--- config.mk ---
export PLATFORM = sky130hd
export DESIGN_NAME = cmp_seq_ctrl_flat
export DESIGN_NICKNAME = d
export VERILOG_FILES = /design/src/rtl/cmp_seq_ctrl_if.sv /design/src/rtl/cmp_seq_ctrl.sv /design/src/flat_wrapper.sv
export SDC_FILE = /design/constraint.sdc
export NUM_CORES = 1
export LEC_CHECK = 0
export CORE_AREA = 8 8 95 88
export DETAILED_ROUTE_END_ITERATION = 8
export DIE_AREA = 0 0 103 96
export PLACE_DENSITY = 0.79
export SYNTH_ARGS = -nofsm -noshare
export SYNTH_HDL_FRONTEND = slang
export SYNTH_SLANG_ARGS = --single-unit
--- constraint.sdc ---
create_clock -name clk -period 2.6 [get_ports clk]
set_input_delay 0.26 -clock clk [delete_from_list [all_inputs] [get_ports clk]]
set_output_delay 0.26 -clock clk [all_outputs]
set_load 0.02 [all_outputs]
--- src/rtl/cmp_seq_ctrl_if.sv ---
// Handshake/operand bundle between the hazard unit (master) and the
// multi-cycle branch comparator sequencer (slave).
interface cmp_seq_ctrl_if #(
    parameter int WIDTH = 32
);
    logic             start;
    logic [3:0]       cmp_mode;
    logic [WIDTH-1:0] a;
    logic [WIDTH-1:0] b;
    logic             flush;
    logic             busy;
    logic             done;
    logic             cmp;

    modport master (
        output start, cmp_mode, a, b, flush,
        input  busy, done, cmp
    );

    modport slave (
        input  start, cmp_mode, a, b, flush,
        output busy, done, cmp
    );
endinterface

--- src/rtl/cmp_seq_ctrl.sv ---
// Multi-cycle sequencer for the ID-stage branch comparator.
// Latches operands on start, checks STEP mirrored bit pairs (i, WIDTH-1-i)
// per RUN cycle, then pulses done with the result on cmp.
// Mode encodings: 0 = EQUAL, 1 = NOTEQUAL, 2 = NOTEQUALZ (palindrome of a);
// any other encoding behaves as EQUAL.
// Optional feature macro: CMP_EARLY_EXIT_EN -- leave RUN on the first
// mismatching step instead of always running NSTEP cycles.
module cmp_seq_ctrl #(
    parameter int WIDTH = 32,
    parameter int STEP  = 4
) (
    input  logic          clk,
    input  logic          reset,
    cmp_seq_ctrl_if.slave bus
);
    localparam int NSTEP = WIDTH / (2 * STEP);
    localparam int CNTW  = (NSTEP > 1) ? $clog2(NSTEP) : 1;
    localparam int IDXW  = (WIDTH > 1) ? $clog2(WIDTH) : 1;

    localparam logic [3:0] CMPMODE_EQUAL     = 4'd0;
    localparam logic [3:0] CMPMODE_NOTEQUAL  = 4'd1;
    localparam logic [3:0] CMPMODE_NOTEQUALZ = 4'd2;

    typedef enum logic [1:0] {
        ST_IDLE,
        ST_RUN,
        ST_DONE
    } state_t;

    state_t           state_q;
    logic [CNTW-1:0]  cnt_q;
    logic             acc_q;
    logic [WIDTH-1:0] a_q;
    logic [WIDTH-1:0] b_q;
    logic [3:0]       mode_q;
    logic             busy_q;
    logic             done_q;
    logic             cmp_q;

    logic [STEP-1:0]  pair_ok;
    logic             acc_d;
    logic             cmp_d;
    logic             last_step;
    logic             finish_d;

    // One comparator slice per bit pair examined in the current step.
    for (genvar gi = 0; gi < STEP; gi++) begin : g_pair
        logic [IDXW-1:0] lo_idx;
        logic [IDXW-1:0] hi_idx;
        assign lo_idx = IDXW'(int'(cnt_q) * STEP + gi);
        assign hi_idx = IDXW'(WIDTH - 1) - lo_idx;
        assign pair_ok[gi] = (mode_q == CMPMODE_NOTEQUALZ)
                           ? (a_q[lo_idx] == a_q[hi_idx])
                           : ((a_q[lo_idx] == b_q[lo_idx]) && (a_q[hi_idx] == b_q[hi_idx]));
    end

    assign acc_d     = acc_q & (&pair_ok);
    assign cmp_d     = (mode_q == CMPMODE_NOTEQUAL) ? ~acc_d : acc_d;
    assign last_step = (cnt_q == CNTW'(NSTEP - 1));

`ifdef CMP_EARLY_EXIT_EN
    // Once acc has dropped the answer is known; stop stepping.
    assign finish_d = last_step | ~acc_d;
`else
    assign finish_d = last_step;
`endif

    // Sequencer FSM with registered busy/done/cmp outputs.
    always_ff @(posedge clk) begin
        if (reset) begin
            state_q <= ST_IDLE;
            cnt_q   <= '0;
            acc_q   <= 1'b1;
            a_q     <= '0;
            b_q     <= '0;
            mode_q  <= CMPMODE_EQUAL;
            busy_q  <= 1'b0;
            done_q  <= 1'b0;
            cmp_q   <= 1'b0;
        end else begin
            done_q <= 1'b0;
            case (state_q)
                ST_IDLE: begin
                    // flush has nothing to abort here, so it is ignored.
                    if (bus.start) begin
                        a_q     <= bus.a;
                        b_q     <= bus.b;
                        mode_q  <= bus.cmp_mode;
                        cnt_q   <= '0;
                        acc_q   <= 1'b1;
                        busy_q  <= 1'b1;
                        state_q <= ST_RUN;
                    end
                end
                ST_RUN: begin
                    // start is not queued while running.
                    if (bus.flush) begin
                        busy_q  <= 1'b0;
                        state_q <= ST_IDLE;
                    end else begin
                        acc_q <= acc_d;
                        cnt_q <= cnt_q + CNTW'(1);
                        if (finish_d) begin
                            cmp_q   <= cmp_d;
                            done_q  <= 1'b1;
                            busy_q  <= 1'b0;
                            state_q <= ST_DONE;
                        end
                    end
                end
                ST_DONE: begin
                    if (bus.flush) begin
                        state_q <= ST_IDLE;
                    end else if (bus.start) begin
                        a_q     <= bus.a;
                        b_q     <= bus.b;
                        mode_q  <= bus.cmp_mode;
                        cnt_q   <= '0;
                        acc_q   <= 1'b1;
                        busy_q  <= 1'b1;
                        state_q <= ST_RUN;
                    end else begin
                        state_q <= ST_IDLE;
                    end
                end
                default: begin
                    busy_q  <= 1'b0;
                    state_q <= ST_IDLE;
                end
            endcase
        end
    end

    assign bus.busy = busy_q;
    assign bus.done = done_q;
    assign bus.cmp  = cmp_q;
endmodule

--- src/flat_wrapper.sv ---
// flat-port wrapper written by rule: the top's interface ports become plain ports
module cmp_seq_ctrl_flat 
#(
    parameter int WIDTH = 32,
    parameter int STEP  = 4
)
  (clk, reset, bus_start, bus_cmp_mode, bus_a, bus_b, bus_flush, bus_busy, bus_done, bus_cmp);
  cmp_seq_ctrl_if #(.WIDTH(WIDTH)) bus_i ();
  input  logic clk;
  input  logic reset;
  input wire logic [$bits(bus_i.start)-1:0] bus_start;
  input wire logic [$bits(bus_i.cmp_mode)-1:0] bus_cmp_mode;
  input wire logic [$bits(bus_i.a)-1:0] bus_a;
  input wire logic [$bits(bus_i.b)-1:0] bus_b;
  input wire logic [$bits(bus_i.flush)-1:0] bus_flush;
  output wire logic [$bits(bus_i.busy)-1:0] bus_busy;
  output wire logic [$bits(bus_i.done)-1:0] bus_done;
  output wire logic [$bits(bus_i.cmp)-1:0] bus_cmp;
  assign bus_i.start = bus_start;
  assign bus_i.cmp_mode = bus_cmp_mode;
  assign bus_i.a = bus_a;
  assign bus_i.b = bus_b;
  assign bus_i.flush = bus_flush;
  assign bus_busy = bus_i.busy;
  assign bus_done = bus_i.done;
  assign bus_cmp = bus_i.cmp;
  cmp_seq_ctrl #(.WIDTH(WIDTH), .STEP(STEP)) u_core (.clk(clk), .reset(reset), .bus(bus_i));
endmodule
==> qor.yml <==
setup.worst_path.end_class: "flip-flop"
final_period_minus_worst_setup_slack_ns: 2.35
htree_num_levels: 3
std_cell_rows: 29
core_area_um2: 6820
power.ir.vdd_worst_mv: 0.303
total_wirelength_of_the_detailed_routed_design_mm: 8.15
slew_headroom_pct: 43.6
worst-r2r-setup-slack_ns: 0.25
pwr-share-clk_pct: 35.0
setup-violations-final: 0
power_per_cell_area_nw_per_um2: 594
power.static_leakage_nw: 1.61
postSynthNetCount: 455
fin_hold_ws_ns: 0.453
report.final.hold_viol_count: 0
area_growth_syn_to_layout_pct: 30.9
critical_path_required_ns: 2.84
num_antenna_cells: 0
synth_top_area_share_pct: 46.7
cts_sinks: 76
worst_skew_pair.late_latency_ns: 0.35
io_pins: 75
cts_hold_buffers: 0
antenna_left: 0
numPortBuffers: 74
place_ws_ns: 0.291
groute.usage.overall_pct: 17.2
final_ws_setup_ns: 0.249
synth_top_cells_by_area: "sky130_fd_sc_hd__dfxtp_1, sky130_fd_sc_hd__nand2_1, sky130_fd_sc_hd__a21oi_1, sky130_fd_sc_hd__mux4_2, sky130_fd_sc_hd__xor2_1"
register_area_um2: 1520
drv.max_cap_violation_count: 0
cts_clock_pin_slew_for_the_worst_setup_and_hold_paths_ns: 0.08
drtPass1Iterations: 4
initial_utilization_pct: 47.8
post_synth.cell_area_avg_um2: 8.54
route.layer.met1.wl_mm: 3.35
synthCells: 382
drt-wirelength-per-cell_um: 14.9
first_iter_violations: 150
synth_top_cells_by_count: "sky130_fd_sc_hd__nand2_1, sky130_fd_sc_hd__dfxtp_1, sky130_fd_sc_hd__a21oi_1"
via_count_of_the_first_global_routing_pass: 2814
switching_share_pct: 25.0
post_cts_resize_count: 0
netSwitchingPower_w: 0.000633
fin_skew_ns: 0.00960
finalWeightedCongestion: 0.854
via_per_inst: 5.23
ctsLongestPathBuffers: 2
synth.yosys.seq_area_share_pct: 46.7
fp.dieArea_um2: 9890
worst_setup_path_start_kind: "flip-flop"
cts_buffers: 9
pwr-share-comb_pct: 14.6
slew_at_the_pin_closest_to_its_max_slew_limit_ns: 0.846
post_synthesis_sequential_element_count: 76
synthDistinctLibCells: 31
detailroute.via_count: 2855
status: "finished, final reports clean"
final.setup.tns_ns: 0
grt.overflow.total: 0
multiInputGateArea_um2: 1620
synth_enable_flop_cells: 0
met2_length_mm: 4.13
antenna_found_initial: 0
post-route-period-util_pct: 90.4
worstSetupPathType: "reg -> reg"
design_power_total_w: 0.00254
dr.max_layer_used: "met4"
grt_max_degree: 49
maxClockFrequency_mhz: 425
seq_power_share_pct: 50.4
yosysMostFrequentCell: "sky130_fd_sc_hd__nand2_1"
worst_ep_arrival_time_ns: 2.59
route.detailed.drc: 0
min_path_type: "in -> reg"
synth_top_flop_cell: "sky130_fd_sc_hd__dfxtp_1"
layout-drive-gt1-share_pct: 8.61
dieHeight_um: 96
cts.root.buffer_cell: "sky130_fd_sc_hd__clkbuf_8"
ys_async_rst_share_pct: 0
syn_area_um2: 3260
post_synthesis_cell_type_with_the_largest_combined_area: "sky130_fd_sc_hd__dfxtp_1"
critical_path_peak_fanout: 16
rsz_0062_raised_after_global_routing: "false"
p_int_w: 0.00190
die_width_um: 103
number_of_nets_in_the_final_layout: 521
dp_hpwl_mm: 6.11
wl_met3_um: 524
grt_first_pass_wirelength_mm: 13.1
yosysWarningCount: 0
post-cts-setup-buffers: 0
layout.filler_cells: 602
cts_tree: "done"
slew_viol_final: 0
-- kinds of logic (layout without fill, tap and decap cells) --
group	count (synthesis)	after routing	share of synthesized area, %
DFF	76	76	46.7
AOI/OAI and AO/OA	83	83	13.4
xor gates and xnor gates	13	13	3.49
muxes	17	17	11.8
buffers and inverters	28	99	3.76
and+or+nand+nor	164	164	20.5
adders and majority gates	1	1	0.384
-- power groups by stage --
| stage | logic (W) | registers [W] | clock network [W] |
|---|---|---|---|
| floorplan | 0.000215 | 0.00128 | 0 |
| global placement | 0.000357 | 0.00130 | 0 |
| detailed placement | 0.000369 | 0.00130 | 0 |
| finish | 0.000370 | 0.00128 | 0.000887 |
| global route | 0.000410 | 0.00129 | 0.000961 |
| CTS | 0.000372 | 0.00128 | 0.000902 |
-- layout by cell type (no fill, tap or decap), types with 3 or more instances in the layout --
cell type                         Yosys  routed
sky130_fd_sc_hd__buf_4                0       7
sky130_fd_sc_hd__mux4_2              12      12
sky130_fd_sc_hd__mux4_1               4       4
sky130_fd_sc_hd__a21oi_1             72      72
sky130_fd_sc_hd__nand2_1            141     141
sky130_fd_sc_hd__dfxtp_1             76      76
sky130_fd_sc_hd__xor2_1              13      13
sky130_fd_sc_hd__clkbuf_1            22       3
sky130_fd_sc_hd__clkbuf_8             0      10
sky130_fd_sc_hd__nor2_1               6       5
sky130_fd_sc_hd__nor4_1               3       3
sky130_fd_sc_hd__clkdlybuf4s50_1      0      73
-- routing by layer --
| layer | track usage (%) | vias up |
|---|---|---|
| met5 | 0 | - |
| met4 | 6.62 | 0 |
| met3 | 6.80 | 15 |
| met2 | 28.5 | 78 |
| met1 | 19.7 | 1335 |
| li1 | - | 1427 |
-- critical path: stages, from the launching register on --
cell and delay [ns]:
sky130_fd_sc_hd__dfxtp_1 0.43, sky130_fd_sc_hd__buf_12 0.20, sky130_fd_sc_hd__mux4_2 0.56, sky130_fd_sc_hd__xor2_1 0.19, sky130_fd_sc_hd__nor4_1 0.30, sky130_fd_sc_hd__o22ai_1 0.17, sky130_fd_sc_hd__nor4_1 0.29, sky130_fd_sc_hd__nor3b_1 0.08
-- registers in the layout, summed over array words and instances (netlist names) --
name and cells:
u_core.a_q 32, u_core.acc_q 1, u_core.b_q 32, u_core.bus.busy 1, u_core.bus.cmp 1, u_core.bus.done 1, u_core.cnt_q 2, u_core.mode_q 4
u_core.state_q 2
-- final timing paths --
path,from,endpoint,depth (start not counted)
min,bus_cmp_mode[2],u_core.mode_q[2]$_SDFFE_PP0P_,3
min reg2reg,u_core.b_q[28]$_SDFFE_PP0P_,u_core.b_q[28]$_SDFFE_PP0P_,2
max reg2reg,u_core.cnt_q[0]$_SDFFE_PP0P_,u_core.bus.cmp$_SDFFE_PP0P_,7
max,u_core.cnt_q[0]$_SDFFE_PP0P_,u_core.bus.cmp$_SDFFE_PP0P_,7
-- cell type report --
cell class / instances / area share, %
multi-input cells: 278 / 38.0
flip-flops and latches: 76 / 35.6
repair buffers: 82 / 18.9
clock buffers: 13 / 3.49
well taps: 93 / 2.73
clock inverters: 3 / 1.08
inverters: 1 / 0.0879
-- stage by stage --
| step | utilization (%) | instances | instance area (um2) |
|---|---|---|---|
| CTS | 62.6 | 546 | 4270 |
| detailed placement | 59.7 | 530 | 4070 |
| floorplan | - | 382 | 3260 |
| global route | 62.6 | 546 | 4270 |
| global placement | 59.7 | 530 | 4070 |
| finish | 62.6 | 546 | 4270 |
(Power assumes the default switching activity.)
